## config.mk

```make
export PLATFORM = sky130hd
export DESIGN_NAME = store_writeback_unit
export DESIGN_NICKNAME = d
export VERILOG_FILES = /design/src/rtl/store_writeback_unit.sv
export SDC_FILE = /design/constraint.sdc
export NUM_CORES = 1
export LEC_CHECK = 0
export CORE_MARGIN = 1.5
export CORE_UTILIZATION = 25
export CTS_BUF_LIST = sky130_fd_sc_hd__clkbuf_16
export CTS_CLUSTER_DIAMETER = 30
export DETAILED_ROUTE_END_ITERATION = 8
export PLACE_DENSITY = 0.5
export SYNTH_ARGS = -nofsm -noshare
export SYNTH_HDL_FRONTEND = slang
export SYNTH_SLANG_ARGS = --single-unit
```

## constraint.sdc

```tcl
create_clock -name clk_i -period 4.05 [get_ports clk_i]
set_clock_uncertainty 0.15 [all_clocks]
set_input_delay 1.215 -clock clk_i [delete_from_list [all_inputs] [get_ports clk_i]]
set_output_delay 1.215 -clock clk_i [all_outputs]
set_load 0.01 [all_outputs]
```

## src/rtl/store_writeback_unit.sv

```systemverilog
// store_writeback_unit
//   Drains committed, address-resolved stores from the store data queue (SDQ)
//   to the data memory port in program order. Stores are buffered in a small
//   FIFO. Memory writes use a req/gnt/ack handshake, one store at a time. Each
//   completed write returns a one-cycle clear pulse so the SDQ can release the
//   matching entry. SDQ entries stay forwardable until memory has acked.
//
// Ports
//   clk_i, rst_ni          clock, asynchronous active-low reset
//   issue_en_o             SDQ may pop a committed store this cycle
//   issue_vld_i            registered SDQ output valid (1 cycle after issue_en_o)
//   issue_entry_i          issued SDQ entry (addr, store_data)
//   mem_req_o              write request, held with addr/wdata until grant
//   mem_addr_o             word-aligned write address
//   mem_wdata_o            write data
//   mem_gnt_i, mem_ack_i   memory accepted request / write completed
//   clear_sdq_ent_vld_o    one-cycle pulse releasing an SDQ entry
//   clear_sdq_ent_idx_o    index of the released SDQ entry
//   wb_empty_o             buffer empty and FSM idle (fence/drain)
//   misalign_o             sticky: a store with addr[1:0] != 0 was received

typedef struct packed {
  logic [31:0] addr;
  logic [31:0] store_data;
} sdq_entry_t;

module store_writeback_unit #(
  parameter int unsigned WB_ENTRIES  = 4,
  parameter int unsigned SDQ_ENTRIES = 8
) (
  input  logic                           clk_i,
  input  logic                           rst_ni,
  output logic                           issue_en_o,
  input  logic                           issue_vld_i,
  input  sdq_entry_t                     issue_entry_i,
  output logic                           mem_req_o,
  output logic [31:0]                    mem_addr_o,
  output logic [31:0]                    mem_wdata_o,
  input  logic                           mem_gnt_i,
  input  logic                           mem_ack_i,
  output logic                           clear_sdq_ent_vld_o,
  output logic [$clog2(SDQ_ENTRIES)-1:0] clear_sdq_ent_idx_o,
  output logic                           wb_empty_o,
  output logic                           misalign_o
);

  localparam int unsigned PtrW = $clog2(WB_ENTRIES);
  localparam int unsigned CntW = PtrW + 1;
  localparam int unsigned IdxW = $clog2(SDQ_ENTRIES);

  // Issue only while two slots are free: one for this pop, one for the store
  // already in flight through the registered SDQ output.
  localparam logic [CntW-1:0] IssueMax = CntW'(WB_ENTRIES - 2);
  localparam logic [CntW-1:0] CntOne   = CntW'(1);
  localparam logic [IdxW-1:0] IdxLast  = IdxW'(SDQ_ENTRIES - 1);

  localparam logic [1:0] StIdle    = 2'd0;
  localparam logic [1:0] StReq     = 2'd1;
  localparam logic [1:0] StWaitAck = 2'd2;

  // Buffer storage; only the word address is kept.
  logic [29:0]     buf_addr_q [WB_ENTRIES];
  logic [31:0]     buf_data_q [WB_ENTRIES];

  logic [PtrW-1:0] wr_ptr_q, rd_ptr_q;
  logic [CntW-1:0] count_q, count_d;
  logic [1:0]      state_q, state_d;
  logic [IdxW-1:0] clr_ptr_q, clr_idx_q;
  logic            clr_vld_q;
  logic            misalign_q;
  logic            rdy_q;
  logic            push, pop;

  assign push = issue_vld_i;

  // A write completes on ack in WAIT_ACK, or on gnt+ack together in REQ.
  assign pop = mem_ack_i && ((state_q == StWaitAck) || ((state_q == StReq) && mem_gnt_i));

  always_comb begin
    count_d = count_q;
    if (push && !pop) begin
      count_d = count_q + CntOne;
    end else if (!push && pop) begin
      count_d = count_q - CntOne;
    end
  end

  always_comb begin
    state_d = state_q;
    case (state_q)
      StIdle: begin
        if (count_q != '0) state_d = StReq;
      end
      StReq: begin
        if (pop) begin
          state_d = (count_d != '0) ? StReq : StIdle;
        end else if (mem_gnt_i) begin
          state_d = StWaitAck;
        end
      end
      StWaitAck: begin
        if (pop) state_d = (count_d != '0) ? StReq : StIdle;
      end
      default: state_d = StIdle;
    endcase
  end

  always_ff @(posedge clk_i or negedge rst_ni) begin
    if (!rst_ni) begin
      wr_ptr_q   <= '0;
      rd_ptr_q   <= '0;
      count_q    <= '0;
      state_q    <= StIdle;
      clr_ptr_q  <= '0;
      clr_idx_q  <= '0;
      clr_vld_q  <= 1'b0;
      misalign_q <= 1'b0;
      rdy_q      <= 1'b0;
    end else begin
      rdy_q     <= 1'b1;
      state_q   <= state_d;
      count_q   <= count_d;
      clr_vld_q <= pop;
      if (push) wr_ptr_q <= wr_ptr_q + 1'b1;
      if (pop) begin
        rd_ptr_q  <= rd_ptr_q + 1'b1;
        clr_idx_q <= clr_ptr_q;
        clr_ptr_q <= (clr_ptr_q == IdxLast) ? '0 : clr_ptr_q + 1'b1;
      end
      if (push && (issue_entry_i.addr[1:0] != 2'b00)) misalign_q <= 1'b1;
    end
  end

  always_ff @(posedge clk_i) begin
    if (push) begin
      buf_addr_q[wr_ptr_q] <= issue_entry_i.addr[31:2];
      buf_data_q[wr_ptr_q] <= issue_entry_i.store_data;
    end
  end

  assign issue_en_o          = rdy_q && (count_q <= IssueMax);
  assign mem_req_o           = (state_q == StReq);
  // Zeroed outside REQ so the port is quiet during reset and idle.
  assign mem_addr_o          = mem_req_o ? {buf_addr_q[rd_ptr_q], 2'b00} : '0;
  assign mem_wdata_o         = mem_req_o ? buf_data_q[rd_ptr_q] : '0;
  assign clear_sdq_ent_vld_o = clr_vld_q;
  assign clear_sdq_ent_idx_o = clr_idx_q;
  assign wb_empty_o          = (count_q == '0) && (state_q == StIdle);
  assign misalign_o          = misalign_q;

endmodule

```

Yosys cells after proc, flatten, opt, wreduce, memory -nomap -nowiden
Memories as Yosys holds them, arrays and structs flattened. Index checks and enable logic that the tools add are counted.

Memories kept: 2. Logic and storage cells: 52. Input bits: 69. Output and inout port bits: 72. ROM bits: 0. Latch bits: 0. RAM bits: 248. Register bits after elaboration: 18.

$mul: 0. Reductions and logical operators: 16. Order comparisons: 1. Div/mod/pow operators: 0. Shift-type cells: 0. Add/sub/neg operators: 5. Muxes and demuxes: 13. Eq/ne operators: 6. Bitwise logic cells: 0.

Memory list: buf_data_q (words 4, bits a word 32, read ports 1, clocked after memory_dff 0, write ports 1, RTL line 63) `logic [31:0] buf_data_q [WB_ENTRIES];`; buf_addr_q (words 4, bits a word 30, read ports 1, clocked after memory_dff 0, write ports 1, RTL line 62) `logic [29:0] buf_addr_q [WB_ENTRIES];`.

Operators by type and width (count): $mux 32 (2); $mux 3 (3); $mux 2 (4); $logic_and 1x1->1 (7); $add 3x1->3 const B (2); $pmux 2 s3 (1); $reduce_bool 3->1 (2); $add 2x1->2 const B (2); $ne 2x2->1 const B (2); $eq 3x3->1 const B (1); $le 3x2->1 const B (1); $logic_not 3->1 (1); $mux 1 (3); $ne 3x1->1 const B (1); $reduce_and 3->1 (1); $sub 3x1->3 const B (1); $eq 2x1->1 const B (1); $eq 2x2->1 const B (1); $logic_not 1->1 (2); $logic_not 2->1 (1); $reduce_bool 2->1 (1); $logic_or 1x1->1 (1).

Longest topological paths before layout
Gate-level depths: netlist of the first run.

Word-level depth: 11. Gate-level depth with buffers: 6. Depth with buffers taken out: 6.

Least setup slack after synthesis of the first run
Ideal clock, no wire load.

Path kind: in2reg. From: in issue_vld_i. To: mem buf_addr_q[1][0], enable pin. Setup time: 0.426 ns. Data arrival time: 2.961 ns. Stages: 2. Buffers on the path: 1. Setup slack: 0.513 ns. Required time: 3.474 ns. Cell sequence: clkbuf_1 -> and2_1.

Longest elaborated chain between the ends: 2.

RTL lines: start, declared (RTL line 34) `input logic issue_vld_i,`; $mux 1 (RTL line 135) `if (push) begin`; $mux 1 (not written as such) (RTL line 136) `buf_addr_q[wr_ptr_q] <= issue_entry_i.addr[31:2];`; end, declared (RTL line 62).

Every way passes these cells.

Worst setup path after layout of the first run
From: reg rd_ptr_q[0]. To: out mem_addr_o[13].

Longest elaborated chain between the ends: 2.

RTL lines: start, declared (RTL line 65) `logic [PtrW-1:0] wr_ptr_q, rd_ptr_q;`; start signal, assigned (RTL line 126) `rd_ptr_q <= rd_ptr_q + 1'b1;`; $mem_v2 4x30; $mux 32 (RTL line 144) `assign mem_addr_o = mem_req_o ? {buf_addr_q[rd_ptr_q], 2'b00} : '0;`; end, declared (RTL line 37) `output logic [31:0] mem_addr_o,`.

Every way passes these cells.

==> results of run 1 <==
==> cells by family after synthesis <==
family	count (synthesis)
adders and majority gates	11
muxes	69
buffers and inverters	33
and+or+nand+nor	82
AOI/OAI and AO/OA	14
xor gates and xnor gates	6
other	2
DFF	266
==> registers in the layout, indices dropped and copies added, names as in the netlist <==
register and flops:
count_q 3, wr_ptr_q 2, rdy_q 1, misalign_o 1
clear_sdq_ent_idx_o 3, state_q 2, buf_addr_q 120, rd_ptr_q 2
clr_ptr_q 3, buf_data_q 128, clear_sdq_ent_vld_o 1
==> metal layers <==
metal	part of all wire (%)	global-route usage, %
met2	49	18.1
met5	0	0
met1	42	13.4
met3	6.7	4.07
met4	2.2	5.31
==> power groups by stage <==
stage,Sequential (mW),Combinational [mW],Clock [mW]
3_5_place_dp,3.83,3.50,0
4_1_cts,3.79,3.52,5.26
3_3_place_gp,3.82,3.53,0
2_1_floorplan,3.80,1.89,0
5_1_grt,3.84,3.77,5.41
6_report,3.79,3.44,5.12
==> Yosys cell counts <==
library cell    n  area share, %
a211o_1         1          0.085
a21o_1          1          0.073
a21oi_1         3           0.15
a31oi_1         1          0.061
a32oi_2         1           0.16
and2_1         66            4.0
and2b_1         1          0.073
buf_2           8           0.39
buf_4           3           0.22
clkbuf_1       14           0.51
conb_1          2          0.073
dfrtp_1        18            4.4
edfxtp_1      248             72
ha_1           10            1.2
inv_1           7           0.25
inv_2           1          0.036
maj3_2          1           0.11
mux2_2          5           0.55
mux2i_1         2           0.19
mux4_2         62             14
nand2_1         5           0.18
nand2b_1        2           0.12
nand4_1         1          0.061
nor2_1          1          0.036
nor2b_1         2           0.12
nor3_1          2          0.097
nor4b_1         1          0.085
o211a_1         1          0.097
o21ai_0         5           0.24
o22a_1          1          0.085
or2b_1          1          0.073
xnor2_1         4           0.34
xor2_1          1          0.085
xor2_2          1           0.16
==> cell type report <==
type | instances | share of cell area (%)
multi-input cells | 185 | 15.5
clock buffers | 68 | 11.5
repair buffers | 156 | 11.2
clock inverters | 54 | 3.53
flip-flops and latches | 266 | 53.5
well taps | 532 | 4.51
inverters | 8 | 0.203
==> per-stage QoR <==
step / utilization, % / setup slack (ns) / hold WS, ns / area (um2)
detailed placement: 30.7 / 0.523 / 0.302 / 12500
finish: 36.3 / 0.137 / 0.314 / 14800
floorplan: - / 0.513 / 0.341 / 10300
CTS: 36.2 / 0.0539 / 0.315 / 14700
global route: 36.3 / 0.00465 / 0.327 / 14800
global placement: 30.7 / 0.526 / 0.303 / 12500
==> worst register-to-register path, delay by kind of cell, from the launching register on <==
family	cells	cell delay, ns
buffers and inverters	1	0.28
DFF	1	0.48
muxes	1	0.34
AOI/OAI and AO/OA	1	0.58
and+or+nand+nor	1	0.24
==> final timing paths <==
path,from,to,depth (start not counted)
worst max-delay path,rd_ptr_q[0],mem_addr_o[13],4
worst min-delay path,misalign_o,misalign_o,1
min in group asynchronous,rst_ni,rd_ptr_q[0],1
worst min register to register,misalign_o,misalign_o,1
max in group asynchronous,rst_ni,rd_ptr_q[1],1
worst max register to register,state_q[1],clear_sdq_ent_idx_o[1],4
==> what timing repair did <==
| action | 4_1_cts | 5_1_grt |
|---|---|---|
| setup endpoints to repair | 0 | 2 |
| endpoints found under the hold margin | 0 | 0 |
| gates resized for setup | 0 | 2 |
==> flow_summary_export.csv, run 1 <==
group,metric,value,unit
final_layout,regArea,0.00791,mm2
route,drtIter0Drc,183,
cts,postCtsHoldBufs,0,
critical_path,arrival,2.55,ns
synth,syn-cell-area,0.0103,mm2
critical_path,slowest_delay,0.52,ns
floorplanning,die_w,206,um
global_routing,antenna_found_initial,0,
cts,cts_made_buffers,68,
global_routing,overflow,0,
final_layout,mostFrequentLayoutCell,"edfxtp_1",
cts,cts_tree,"done",
job,maxCapViolCount,0,
power_and_ir_drop,power.total,12.4,mW
cts,cts_sinks,266,
power_and_ir_drop,p_switching,3.38,mW
cts,clockBufferDepth,3,
synth,syn_inst,483,
power_and_ir_drop,pwr-share-clk,41.4,%
critical_path,cp-end-kind,"output port",
critical_path,critPathTopFamily,"buffers and inverters",
critical_path,crit_path_start_kind,"flop",
route,dr.pass1.iters,4,
route,finalWirelength,23500,um
final_layout,antenna_cells,0,
power_and_ir_drop,power_leakage,5.08,nW
floorplanning,fp.dieArea,0.0425,mm2
route,vias,5313,
timing,rsz0062_at_grt,"false",
synth,yosysWarnings,0,
final_layout,nets,764,
power_and_ir_drop,pwr-share-comb,27.9,%
final_layout,syn2layout_area_growth,43.1,%
synth,synth_top_family_by_area,"multiplexers",
global_routing,grtUsageTotal,11.3,%
cts,root_buffer,"clkbuf_16",
floorplanning,rows,74,
synth,synth_fa_ha_area_share,1.32,%
route,wire_per_inst,18.5,um
synth,synth.avg_cell_area,21.4,um2
place,place.gp.congestion,0.631,
power_and_ir_drop,p_per_area,836,mW/mm2
power_and_ir_drop,switching_share,27.3,%
critical_path,path_max_fanout,29,
cts,clk_pin_slew_worst_paths,0.04,ns
floorplanning,die_h,206,um
route,ant_nets,0,
timing,hold_violations,0,
power_and_ir_drop,p_int,8.97,mW
critical_path,reg2reg_slack,1.87,ns
timing,setup_violations,0,
power_and_ir_drop,peakVddDrop,0.000349,V
synth,synth_compound_area_share,0.946,%
timing,max_freq,256,MHz
cts,insertion_delay,0.55,ns
final_layout,fillers,3834,
critical_path,crit_path_top_delay_cell,"mux4_2",
place,portBuffers,138,
floorplanning,initial_core_util,25.3,%
route,vias_per_cell,4.19,
global_routing,grt_max_degree,37,
synth,synthSimpleGateAreaFrac,4.85,%
timing,slew_headroom,38.4,%
worst_hold_path,hold_path.class,"reg2reg",
cts,cts_setup_buffers,0,
timing,period_minus_slack,3.91,ns
timing,finalSetupTns,0,ns
critical_path,cp_cell_sequence,"buf_16 -> mux4_2 -> and2_1 -> clkdlybuf4s50_1",
timing,finalMaxSlewViolations,0,
synth,synthMuxAreaShare,14.3,%
global_routing,grt_pass1_wl,34900,um
synth,synth_xor_area_share,0.582,%
synth,synth-seq-cells,266,
cts,htree_levels,3,
route,drc,0,
global_routing,grt_pass1_vias,5801,
final_layout,drive_gt1_share,27.3,%
final_layout,final_cell_mix,"edfxtp_1 (248), clkdlybuf4s50_1 (138), clkbuf_16 (69)",
timing,tightestPinTransition,0.922,ns
run_status,status,"complete, no violations",
floorplanning,core_area,0.0407,mm2
power_and_ir_drop,seq_power_share,30.7,%
place,dpl.hpwl,13200,um
timing,period_share,96.6,%
floorplanning,num_io_pins,141,
synth,synthDistinctLibCells,34,
place,dp_cells,1146,
critical_path,cp.required,2.68,ns
final_layout,instances_no_fill,1269,
critical_path,critPathKind,"reg2out",
synth,ys_seq_area_share,76.5,%
critical_path,path_buf_inv,2,
final_layout,multiInputGateArea,0.00230,mm2
No activity file was read; power rests on OpenSTA's default activity.
==> run 2: changes to the inputs <==
- PLACE_DENSITY: 0.5 -> not set
==> flow_summary_export.csv, run 2 (same netlist as run 1, synthesis figures left out) <==
group,metric,value,unit
run_status,status,"complete, no violations",
route,vias_per_cell,4.10,
floorplanning,die_h,206,um
global_routing,antenna_found_initial,0,
place,place.gp.congestion,0.717,
route,dr.pass1.iters,4,
final_layout,largest_register_ffs,128,
worst_hold_path,hold_path.class,"reg2reg",
worst_hold_path,whs_endpoint,"misalign_o",
critical_path,cp_cell_sequence,"buf_12 -> buf_4 -> mux4_2 -> and2_1 -> clkdlybuf4s50_1",
final_layout,design_area,0.0147,mm2
final_layout,regArea,0.00791,mm2
route,vias,5217,
final_layout,top_register,"buf_data_q",
critical_path,critPathKind,"reg2out",
power_and_ir_drop,power_leakage,5.02,nW
route,finalWirelength,22300,um
timing,tightestPinTransition,0.641,ns
cts,clk_pin_slew_worst_paths,0.04,ns
cts,postCtsHoldBufs,0,
critical_path,cp-end-kind,"output port",
critical_path,arrival,2.54,ns
final_layout,multiInputGateArea,0.00230,mm2
floorplanning,initial_core_util,25.3,%
floorplanning,rows,74,
worst_hold_path,worstHoldStart,"misalign_o",
cts,root_buffer,"clkbuf_16",
timing,setup_violations,0,
final_layout,final_cell_mix,"edfxtp_1 (248), clkdlybuf4s50_1 (138), mux4_2 (62), and2_1 (62), clkbuf_16 (59)",
final_layout,reg.largest.list,"buf_data_q (128), buf_addr_q (120)",
place,dp_cells,1154,
global_routing,grt_pass1_vias,5699,
critical_path,reg2reg_to,"clr_ptr_q[2]",
power_and_ir_drop,power.total,11.9,mW
timing,period_minus_slack,3.90,ns
cts,cts_tree,"done",
final_layout,drive_gt1_share,27.5,%
timing,max_freq,256,MHz
cts,clockBufferDepth,3,
cts,cts_sinks,266,
route,wire_per_inst,17.6,um
final_layout,syn2layout_area_growth,42.3,%
final_layout,antenna_cells,0,
critical_path,r2r_cells,4,
place,dpl.hpwl,13100,um
place,dpl_cell_area,0.0126,mm2
floorplanning,num_io_pins,141,
critical_path,crit_path_top_delay_cell,"mux4_2",
floorplanning,core_area,0.0407,mm2
job,maxCapViolCount,0,
floorplanning,fp.dieArea,0.0425,mm2
critical_path,cp.required,2.68,ns
critical_path,slowest_delay,0.52,ns
critical_path,crit_path_start_kind,"flop",
worst_hold_path,worstHoldPathCells,1,
power_and_ir_drop,peakVddDrop,0.000412,V
global_routing,grt_pass1_wl,33600,um
route,drc,0,
power_and_ir_drop,p_per_area,814,mW/mm2
cts,htree_levels,2,
timing,finalMaxSlewViolations,0,
global_routing,overflow,0,
critical_path,reg2reg_slack,1.93,ns
critical_path,crit-reg2reg-launch,"state_q[1]",
timing,rsz0062_at_grt,"false",
timing,hold_violations,0,
final_layout,nets,768,
timing,finalSetupTns,0,ns
cts,ctsResizeCount,0,
final_layout,fillers,3799,
route,ant_nets,0,
route,drtIter0Drc,204,
critical_path,path_max_fanout,8,
cts,cts_made_buffers,59,
floorplanning,die_w,206,um
place,portBuffers,138,
global_routing,grt_max_degree,65,
final_layout,mostFrequentLayoutCell,"edfxtp_1",
cts,insertion_delay,0.57,ns
timing,slew_headroom,57.1,%
final_layout,instances_no_fill,1271,
global_routing,grtUsageTotal,10.8,%
timing,period_share,96.4,%
-- run 2: critical path, delay by kind of cell, from the launching register on --
| kind | cells | cell delay, ns |
|---|---|---|
| buffers and inverters | 3 | 0.81 |
| muxes | 1 | 0.52 |
| DFF | 1 | 0.44 |
| and+or+nand+nor | 1 | 0.18 |
-- run 2: how the worst max path moves through the flow --
stage                start          endpoint  cells past startpoint
3_3_place_gp   rd_ptr_q[0]    mem_addr_o[22]                      4
4_1_cts        rd_ptr_q[1]     mem_addr_o[3]                      4
3_5_place_dp   rd_ptr_q[0]    mem_addr_o[25]                      4
6_report       rd_ptr_q[0]    mem_addr_o[25]                      5
2_1_floorplan  issue_vld_i  buf_addr_q[1][0]                      2
5_1_grt        rd_ptr_q[0]    mem_addr_o[21]                      5
-- run 2: what timing repair did --
item | CTS | global route
pin swaps | 0 | 0
setup endpoints to repair | 47 | 1
buffers inserted | 5 | 1
-- run 2: metrics by stage --
stage          setup WS, ns  utilization, %  hold slack, ns
5_1_grt              0.0409            36.0           0.317
4_1_cts              0.0355            36.0           0.315
2_1_floorplan         0.513               -           0.341
3_3_place_gp          0.443            31.0           0.300
6_report              0.146            36.0           0.314
3_5_place_dp          0.415            31.0           0.301
-- run 2: power by group --
group	leakage [nW]	switching, mW	internal [mW]
logic	1.59	1.58	1.97
registers	2.49	0.186	3.62
clock network	0.944	1.50	3.08
-- run 2: per-layer routing --
metal,track usage [%],part of all wire [%],up-vias
met5,0,0,-
met4,5.33,2.8,0
met3,3.03,5.8,44
met2,17.0,48,149
met1,13.5,43,2656
li1,-,-,2368
-- run 2: final cells by class --
class,instances,area share [%]
sequential,266,53.9
inverter,8,0.205
multi-input combinational,185,15.6
timing repair buffer,169,12.4
clock inverter,52,3.36
tap,532,4.53
clock buffer,59,10.1
==> run 3: changes to the inputs <==
- CORE_UTILIZATION: 25 -> 48
- CTS_BUF_LIST: sky130_fd_sc_hd__clkbuf_16 -> sky130_fd_sc_hd__clkbuf_8
- PLACE_DENSITY: not set -> 0.71
==> flow_summary_export.csv, run 3 (same netlist as run 1, synthesis figures left out) <==
group,metric,value,unit
timing,slew_headroom,45.4,%
route,ant_nets,0,
global_routing,grtUsageTotal,18.3,%
timing,max_freq,257,MHz
cts,insertion_delay,0.54,ns
timing,hold_violations,0,
critical_path,critPathKind,"reg2out",
route,wire_per_inst,19.9,um
cts,cts_setup_buffers,0,
global_routing,grt_pass1_wl,30600,um
job,maxCapViolCount,0,
cts,clockBufferDepth,3,
global_routing,grt_pass1_vias,5509,
final_layout,drive_gt1_share,25.3,%
timing,period_share,96.1,%
route,vias_per_cell,5.20,
power_and_ir_drop,p_per_area,768,mW/mm2
worst_hold_path,hold_path.class,"reg2reg",
final_layout,top_register,"buf_data_q",
cts,htree_levels,2,
critical_path,path_buf_inv,2,
final_layout,nets,749,
cts,clk_pin_slew_worst_paths,0.06,ns
run_status,status,"complete, no violations",
critical_path,crit_path_start_kind,"flop",
timing,holdWs,0.336,ns
cts,postCtsHoldBufs,0,
route,drtIter0Drc,259,
critical_path,slowest_delay,0.58,ns
power_and_ir_drop,power_leakage,4.64,nW
timing,period_minus_slack,3.89,ns
cts,cts_sinks,266,
critical_path,critPathTopFamily,"buffers and inverters",
place,place.gp.congestion,0.737,
final_layout,antenna_cells,0,
final_layout,reg.largest.list,"buf_data_q (128), buf_addr_q (120)",
floorplanning,rows,53,
cts,ctsResizeCount,0,
timing,rsz0062_at_grt,"false",
critical_path,cp.required,2.68,ns
critical_path,crit_path_top_delay_cell,"mux4_2",
floorplanning,num_io_pins,141,
place,portBuffers,138,
route,vias,5137,
global_routing,grt_max_degree,39,
power_and_ir_drop,peakVddDrop,0.000363,V
global_routing,overflow,0,
final_layout,final_cell_mix,"edfxtp_1 (248), clkdlybuf4s50_1 (138), mux4_2 (62), and2_1 (62), clkbuf_8 (54)",
final_layout,mostFrequentLayoutCell,"edfxtp_1",
global_routing,antenna_found_initial,0,
floorplanning,fp.dieArea,0.0224,mm2
timing,tightestPinTransition,0.817,ns
place,dpl.hpwl,11600,um
cts,cts_made_buffers,54,
floorplanning,die_h,150,um
cts,root_buffer,"clkbuf_8",
floorplanning,die_w,150,um
final_layout,syn2layout_area_growth,30.9,%
timing,setup_violations,0,
critical_path,cp-end-kind,"output port",
floorplanning,core_area,0.0210,mm2
cts,cts_tree,"done",
final_layout,largest_register_ffs,128,
route,dr.pass1.iters,4,
final_layout,fillers,1392,
timing,finalSetupTns,0,ns
timing,finalMaxSlewViolations,0,
floorplanning,initial_core_util,49.1,%
route,finalWirelength,19600,um
critical_path,arrival,2.53,ns
critical_path,cp_cell_sequence,"buf_12 -> mux4_2 -> and2_1 -> clkdlybuf4s50_1",
critical_path,path_max_fanout,38,
route,drc,0,
-- run 3: cell types whose count changed in the layout (fill, tap and decap cells not counted), sizes merged --
cell      before  now
clkbuf        59   54
clkinvlp      12    6
clkinv        28   18
inv           13   15
buf           31   17
bufinv         7   13
-- run 3: area by class of cell --
cell class / instances / area [um2] / area share [%]
Timing Repair Buffer: 155 / 1620 / 12.0
Sequential cell: 266 / 7900 / 58.5
Clock buffer: 54 / 743 / 5.50
Clock inverter: 44 / 567 / 4.20
Multi-Input combinational cell: 185 / 2300 / 17.0
Inverter: 8 / 30.0 / 0.222
Tap cell: 275 / 344 / 2.55
-- run 3: metal layers --
| layer | part of all wire, % | vias to the layer above | GRT usage [%] |
|---|---|---|---|
| met1 | 42 | 2643 | 23.6 |
| li1 | - | 2320 | - |
| met4 | 1.3 | 0 | 5.50 |
| met5 | 0 | - | 0 |
| met3 | 5.3 | 25 | 4.39 |
| met2 | 51 | 149 | 30.9 |
-- run 3: worst paths after layout --
path | startpoint | endpoint | slack, ns | depth (start not counted)
max | rd_ptr_q[0] | mem_wdata_o[8] | 0.16 | 4
min | misalign_o | misalign_o | 0.34 | 1
max reg2reg | state_q[1] | state_q[0] | 1.97 | 6
min reg2reg | misalign_o | misalign_o | 0.34 | 1
max in group asynchronous | rst_ni | rd_ptr_q[0] | 2.16 | 1
min in group asynchronous | rst_ni | wr_ptr_q[0] | 1.00 | 1
-- run 3: report_power, final --
part | internal [mW] | total, mW | switching (mW) | leakage (nW)
registers | 3.61 | 3.80 | 0.197 | 2.49
logic | 1.84 | 3.32 | 1.48 | 1.49
clock network | 2.10 | 3.26 | 1.15 | 0.661
-- run 3: per-stage QoR --
step                      total power, mW  std cells  setup slack, ns  utilization (%)  area, um2
after floorplan                      5.69        484            0.513                -      10300
after global placement               7.17        889            0.689             58.0      12200
after detailed placement             7.24        889            0.639             58.0      12200
after CTS                            10.5        987           0.0962             64.2      13500
after global routing                 10.9        987           0.0288             64.2      13500
final                                10.4        987            0.157             64.2      13500
